**src/rtl/stage_if_if.sv**
```systemverilog
// stage_if_if: bundles the fetch stage's control, instruction-memory and IF/ID signals.
//   master : the fetch stage (drives mem_req/mem_addr, id_pc/id_inst/id_valid, stallreq)
//   slave  : the environment (controller stall, ID branch request, instruction memory)
//   stall      controller stall             br/br_addr  ID redirect request and target
//   mem_req    fetch request (level)        mem_addr    fetch address, word aligned
//   mem_ack    one-cycle data-valid pulse   mem_rdata   fetched instruction
//   id_pc      PC of presented instruction  id_inst     presented instruction
//   id_valid   id_pc/id_inst are real       stallreq    fetch outstanding, nothing presented
interface stage_if_if;
    logic        stall;
    logic        br;
    logic [31:0] br_addr;
    logic        mem_req;
    logic [31:0] mem_addr;
    logic        mem_ack;
    logic [31:0] mem_rdata;
    logic [31:0] id_pc;
    logic [31:0] id_inst;
    logic        id_valid;
    logic        stallreq;

    modport master (
        input  stall, br, br_addr, mem_ack, mem_rdata,
        output mem_req, mem_addr, id_pc, id_inst, id_valid, stallreq
    );

    modport slave (
        output stall, br, br_addr, mem_ack, mem_rdata,
        input  mem_req, mem_addr, id_pc, id_inst, id_valid, stallreq
    );
endinterface

```
**src/rtl/stage_if.sv**
```systemverilog
// stage_if: instruction-fetch stage, producer side of the IF/ID latch.
//   Owns the PC, fetches 32-bit words over a req/ack memory port, presents
//   pc/inst/valid to ID, honours the controller stall and ID redirects.
// Ports:
//   clk   clock, all state updates on posedge
//   rst   synchronous, active-high reset
//   bus   stage_if_if.master: stall, br, br_addr, mem_req, mem_addr, mem_ack,
//         mem_rdata, id_pc, id_inst, id_valid, stallreq
module stage_if #(
    parameter logic [31:0] RESET_PC = 32'h0000_0000,
    parameter logic [31:0] NOP_INST = 32'h0000_0013
) (
    input  logic        clk,
    input  logic        rst,
    stage_if_if.master  bus
);

    typedef enum logic [1:0] {S_IDLE, S_WAIT, S_DISCARD, S_HOLD} state_e;

    state_e      state_q, state_d;
    logic [31:0] pc_q, pc_d;
    logic [31:0] mem_addr_q, mem_addr_d;
    logic        mem_req_q, mem_req_d;
    logic [31:0] id_pc_q, id_pc_d;
    logic [31:0] id_inst_q, id_inst_d;
    logic        id_valid_q, id_valid_d;
    logic [31:0] buf_pc_q, buf_pc_d;
    logic [31:0] buf_inst_q, buf_inst_d;

    logic        take;
    logic [31:0] tgt;
    logic [31:0] pc_inc;

    // Redirect only when ID holds a real instruction and is not stalled.
    assign take   = bus.br & id_valid_q & ~bus.stall;
    assign tgt    = {bus.br_addr[31:2], 2'b00};
    assign pc_inc = pc_q + 32'd4;

    always_comb begin
        state_d    = state_q;
        pc_d       = pc_q;
        mem_addr_d = mem_addr_q;
        mem_req_d  = mem_req_q;
        id_pc_d    = id_pc_q;
        id_inst_d  = id_inst_q;
        id_valid_d = id_valid_q;
        buf_pc_d   = buf_pc_q;
        buf_inst_d = buf_inst_q;

        unique case (state_q)
            S_IDLE: begin
                mem_req_d  = 1'b1;
                mem_addr_d = pc_q;
                state_d    = S_WAIT;
            end
            S_WAIT: begin
                if (bus.mem_ack) begin
                    if (take) begin
                        pc_d       = tgt;
                        mem_addr_d = tgt;
                        id_valid_d = 1'b0;
                        id_inst_d  = NOP_INST;
                    end else if (bus.stall) begin
                        // ID cannot accept: park the word in the skid buffer.
                        buf_pc_d   = pc_q;
                        buf_inst_d = bus.mem_rdata;
                        pc_d       = pc_inc;
                        mem_req_d  = 1'b0;
                        state_d    = S_HOLD;
                    end else begin
                        id_pc_d    = pc_q;
                        id_inst_d  = bus.mem_rdata;
                        id_valid_d = 1'b1;
                        pc_d       = pc_inc;
                        mem_addr_d = pc_inc;
                    end
                end else if (take) begin
                    // Request already issued: let it complete, then drop it.
                    pc_d       = tgt;
                    id_valid_d = 1'b0;
                    id_inst_d  = NOP_INST;
                    state_d    = S_DISCARD;
                end else if (!bus.stall) begin
                    id_valid_d = 1'b0;
                    id_inst_d  = NOP_INST;
                end
            end
            S_DISCARD: begin
                if (!bus.stall) begin
                    id_valid_d = 1'b0;
                    id_inst_d  = NOP_INST;
                end
                if (take) begin
                    pc_d = tgt;
                end
                if (bus.mem_ack) begin
                    mem_addr_d = take ? tgt : pc_q;
                    state_d    = S_WAIT;
                end
            end
            S_HOLD: begin
                if (!bus.stall) begin
                    mem_req_d = 1'b1;
                    state_d   = S_WAIT;
                    if (take) begin
                        pc_d       = tgt;
                        mem_addr_d = tgt;
                        id_valid_d = 1'b0;
                        id_inst_d  = NOP_INST;
                    end else begin
                        id_pc_d    = buf_pc_q;
                        id_inst_d  = buf_inst_q;
                        id_valid_d = 1'b1;
                        mem_addr_d = pc_q;
                    end
                end
            end
            default: state_d = S_IDLE;
        endcase
    end

    always_ff @(posedge clk) begin
        if (rst) begin
            state_q    <= S_IDLE;
            pc_q       <= RESET_PC;
            mem_addr_q <= RESET_PC;
            mem_req_q  <= 1'b0;
            id_pc_q    <= '0;
            id_inst_q  <= NOP_INST;
            id_valid_q <= 1'b0;
            buf_pc_q   <= '0;
            buf_inst_q <= '0;
        end else begin
            state_q    <= state_d;
            pc_q       <= pc_d;
            mem_addr_q <= mem_addr_d;
            mem_req_q  <= mem_req_d;
            id_pc_q    <= id_pc_d;
            id_inst_q  <= id_inst_d;
            id_valid_q <= id_valid_d;
            buf_pc_q   <= buf_pc_d;
            buf_inst_q <= buf_inst_d;
        end
    end

    assign bus.mem_req  = mem_req_q;
    assign bus.mem_addr = mem_addr_q;
    assign bus.id_pc    = id_pc_q;
    assign bus.id_inst  = id_inst_q;
    assign bus.id_valid = id_valid_q;
    assign bus.stallreq = ((state_q == S_WAIT) || (state_q == S_DISCARD)) && !id_valid_q;

endmodule

```
**src/flat_wrapper.sv**
```systemverilog
// flat-port wrapper written by rule: the top's interface ports become plain ports
module stage_if_flat 
#(
    parameter logic [31:0] RESET_PC = 32'h0000_0000,
    parameter logic [31:0] NOP_INST = 32'h0000_0013
)
  (clk, rst, bus_stall, bus_br, bus_br_addr, bus_mem_ack, bus_mem_rdata, bus_mem_req, bus_mem_addr, bus_id_pc, bus_id_inst, bus_id_valid, bus_stallreq);
  stage_if_if bus_i ();
  input  logic clk;
  input  logic rst;
  input wire logic [$bits(bus_i.stall)-1:0] bus_stall;
  input wire logic [$bits(bus_i.br)-1:0] bus_br;
  input wire logic [$bits(bus_i.br_addr)-1:0] bus_br_addr;
  input wire logic [$bits(bus_i.mem_ack)-1:0] bus_mem_ack;
  input wire logic [$bits(bus_i.mem_rdata)-1:0] bus_mem_rdata;
  output wire logic [$bits(bus_i.mem_req)-1:0] bus_mem_req;
  output wire logic [$bits(bus_i.mem_addr)-1:0] bus_mem_addr;
  output wire logic [$bits(bus_i.id_pc)-1:0] bus_id_pc;
  output wire logic [$bits(bus_i.id_inst)-1:0] bus_id_inst;
  output wire logic [$bits(bus_i.id_valid)-1:0] bus_id_valid;
  output wire logic [$bits(bus_i.stallreq)-1:0] bus_stallreq;
  assign bus_i.stall = bus_stall;
  assign bus_i.br = bus_br;
  assign bus_i.br_addr = bus_br_addr;
  assign bus_i.mem_ack = bus_mem_ack;
  assign bus_i.mem_rdata = bus_mem_rdata;
  assign bus_mem_req = bus_i.mem_req;
  assign bus_mem_addr = bus_i.mem_addr;
  assign bus_id_pc = bus_i.id_pc;
  assign bus_id_inst = bus_i.id_inst;
  assign bus_id_valid = bus_i.id_valid;
  assign bus_stallreq = bus_i.stallreq;
  stage_if #(.RESET_PC(RESET_PC), .NOP_INST(NOP_INST)) u_core (.clk(clk), .rst(rst), .bus(bus_i));
endmodule
```
**config.mk**
```make
export PLATFORM = sky130hd
export DESIGN_NAME = stage_if_flat
export DESIGN_NICKNAME = d
export VERILOG_FILES = /design/src/rtl/stage_if_if.sv /design/src/rtl/stage_if.sv /design/src/flat_wrapper.sv
export SDC_FILE = /design/constraint.sdc
export NUM_CORES = 1
export LEC_CHECK = 0
export ABC_AREA = 1
export BUFFER_PORTS_ARGS = -buffer_cell sky130_fd_sc_hd__buf_4
export CAP_MARGIN = 20
export CORE_AREA = 5 5 119 166
export DETAILED_ROUTE_END_ITERATION = 8
export DIE_AREA = 0 0 124 171
export GPL_TIMING_DRIVEN = 0
export PLACE_DENSITY = 0.79
export SLEW_MARGIN = 20
export SYNTH_ARGS = -nofsm -noshare
export SYNTH_HDL_FRONTEND = slang
export SYNTH_SLANG_ARGS = --single-unit
```
**constraint.sdc**
```tcl
create_clock -name clk -period 2.5 [get_ports clk]
set_clock_uncertainty 0.1 [all_clocks]
set_input_delay 0.125 -clock clk [delete_from_list [all_inputs] [get_ports clk]]
set_output_delay 0.125 -clock clk [all_outputs]
set_load 0.01 [all_outputs]
```
==> results.cfg <==
[outcome]
run_status = finished clean

[drt]
met1Wirelength_um = 13500
met2RoutedLength_um = 18800
drt_iter0_markers = 1258
wl_met3_um = 3150
routed_wl_um = 37600
firstDrtPassIters = 5
post_drt_wl_per_cell_um = 19.3
drt_drc_violations_left = 0
routed.top_layer = met4
vias_per_cell = 5.78
num_vias = 11300
antenna_left = 0

[cts]
clock-sinks = 196
path_clk_slew_ps = 80
h-tree-depth = 4
clockBufferDepth = 2
cts_root_buf = clkbuf_16
clk_latency_ps = 460
cts_tree = yes
cts_buffers = 17

[synth]
syn_nets = 1545
ys_ff_latch = 196
ys_seq_area_frac = 0.391
synth_compound_area_frac = 0.241
syn_inst = 1471
ys.warnings.count = 0
synth_cell_type_count = 39
synthMuxAreaShare = 0
synth_adder_area_share = 0.00623
synth-simple-area-share = 0.263
synth-xor-area-share = 0
postSynthAreaPerCell_um2 = 6.83
netlist_area_um2 = 10000
synth_top_family_by_area = simple AND/OR/NAND/NOR gates

[die]
start_util = 0.551
io_pins = 168
fp.coreArea_um2 = 18200
die_h_um = 171
rows = 59
die_area_um2 = 21200
die_width_um = 124

[power_and_ir_drop]
ir_worst_vdd_mv = 0.585
power_uw = 12400
powerDensity_nw_per_um2 = 990
leakage_uw = 0.00507

[place]
gp_congestion = 0.998
place_ws_ps = 87.3
dp_hpwl_um = 28000
port_buffers = 163

[setup_path]
setup.worst_path.end_class = register
cp_common_cell = buf_2
r2r_cells = 9
crit_chain = ha_1 > buf_2 > nor2_4 > inv_2 > nor2_4 > buf_2 > buf_2 > nand3_1 > a31oi_1
critPathSlowestCell = dfxtp_1
crit_path_max_fanout = 10
arrival_ps = 2670
crit_required_ps = 2780
max_stage_delay_ps = 350
crit_type = register to register
start_kind = register

[layout]
drive_gt1_frac = 0.194
diodes = 0
fin_nets = 1765
area_growth_pct = 25.1
nFillCells = 1614

[timing]
hold_viol = 0
finalSetupViolCount = 0
fin_crit_ps = 2390
tightest_slew_ps = 811
drv_slew = 0
min_period_over_period = 0.957
slew-limit-headroom = 0.460
max_freq_ghz = 0.418
fin_ws_ps = 108

[grt]
grt_antenna_before_repair = 0
grt_max_degree = 22
grt_overflow = 0
grt_pass1_wl_um = 58500
grt_pass1_vias = 11000
grt_usage = 0.359

[job]
cap_violations = 0

[worst_hold_path]
holdPathStages = 5
hold_path_class = input pin to register
-- power breakdown --
group          internal [µW]  total (µW)  switching [µW]
logic                   1890        5280            3380
registers               3800        4290             496
clock network           1390        2880            1480
-- through the flow --
stage               hold WS, ps  setup TNS [ps]  area [µm²]  std cells  utilization
global placement            263               0       11600       1878        0.635
finish                     7.47               0       12600       1948        0.689
CTS                        7.73               0       12500       1944        0.687
global route               46.1           -2.59       12600       1948        0.689
detailed placement          271               0       11600       1878        0.635
floorplan                   160               0       10000       1471            -
-- state kept, by name, indices dropped and copies added, names as in the netlist --
name                 count
u_core.buf_pc_q         32
u_core.bus.id_inst      32
u_core.bus.mem_req       1
u_core.bus.id_valid      1
u_core.bus.mem_addr     32
u_core.pc_q             32
u_core.state_q           2
u_core.bus.id_pc        32
u_core.buf_inst_q       32
-- synth_stat cells --
library cell | count | area [µm²]
a21boi_0 | 1 | 7.51
a21oi_1 | 141 | 706
a21oi_2 | 3 | 26.3
a22oi_1 | 4 | 30.0
a31oi_1 | 54 | 338
and2_1 | 2 | 12.5
and3_1 | 1 | 6.26
buf_1 | 3 | 11.3
buf_2 | 36 | 180
buf_4 | 11 | 82.6
buf_6 | 10 | 113
clkbuf_1 | 52 | 195
clkbuf_2 | 5 | 25.0
clkinv_1 | 1 | 3.75
dfxtp_1 | 196 | 3920
ha_1 | 5 | 62.6
inv_1 | 88 | 330
inv_2 | 12 | 45.0
inv_4 | 1 | 6.26
nand2_1 | 301 | 1130
nand2_2 | 5 | 31.3
nand3_1 | 71 | 355
nand3_2 | 1 | 10.0
nand4_1 | 27 | 169
nor2_1 | 110 | 413
nor2_2 | 9 | 56.3
nor2_4 | 8 | 90.1
nor3_1 | 3 | 15.0
nor3_2 | 1 | 10.0
o2111ai_1 | 1 | 8.76
o21ai_0 | 212 | 1060
o21ai_1 | 28 | 140
o21ai_2 | 1 | 8.76
o21bai_1 | 3 | 22.5
o221ai_1 | 6 | 52.6
o22ai_1 | 3 | 18.8
or2_0 | 15 | 93.8
or2_1 | 17 | 106
or2_2 | 23 | 144
-- worst paths after layout --
check                                     start                            endpoint  slack (ps)
max              u_core.state_q[0]$_SDFFE_PP0P_        u_core.pc_q[31]$_SDFFE_PP0P_         110
min                             bus_br_addr[13]        u_core.pc_q[13]$_SDFFE_PP0P_           7
min reg2reg  u_core.buf_inst_q[12]$_SDFFE_PP0P_  u_core.buf_inst_q[12]$_SDFFE_PP0P_         350
max reg2reg      u_core.state_q[0]$_SDFFE_PP0P_        u_core.pc_q[31]$_SDFFE_PP0P_         110
-- placed cells by master (no fill, tap or decap), drive strengths merged --
cell           n
a21boi         1
a21oi        144
a22oi          4
a31oi         54
and2           2
and3           1
buf          227
clkbuf        75
clkinv         7
clkinvlp       1
dfxtp        196
dlygate4sd3   34
ha             5
inv          108
nand2        306
nand3         72
nand4         27
nor2         127
nor3           4
o2111ai        1
o21ai        241
o21bai         3
o221ai         6
o22ai          3
or2           55
-- critical path, delay by kind of cell (launching register included) --
kind                     cells  cell delay [ps]
AND/OR/NAND/NOR              3              470
flip-flops                   1              350
AO/OA/AOI/OAI                1              140
buffers and inverters        4              960
adder cells (fa/ha/maj)      1              270
-- layer usage --
layer,global-route usage,up-vias
met3,0.0794,150
met4,0.204,0
met2,0.624,563
li1,-,5367
met1,0.401,5178
met5,0,-
-- layout make-up --
type	instances	area, µm²	area share
Tap cell	244	305	0.0243
Timing Repair Buffer	202	1600	0.127
Clock inverter	14	176	0.0140
Multi-Input combinational cell	1056	5120	0.408
Inverter	102	385	0.0307
Sequential cell	196	3930	0.312
Clock buffer	18	439	0.0350
Buffer	116	607	0.0483
-- cell families (layout without fill, tap and decap cells) --
group                    after synthesis  in the layout
adder cells (fa/ha/maj)                5              5
flip-flops                           196            196
buffers and inverters                219            452
AO/OA/AOI/OAI                        457            457
AND/OR/NAND/NOR                      594            594
-- repair_timing --
action,in CTS,in global routing
hold endpoints to repair,65,0
endpoints found under the setup margin,0,43
gates resized for setup,0,6
setup buffers,0,5
hold buffers,34,0
No activity file was read; power rests on OpenSTA's default activity.
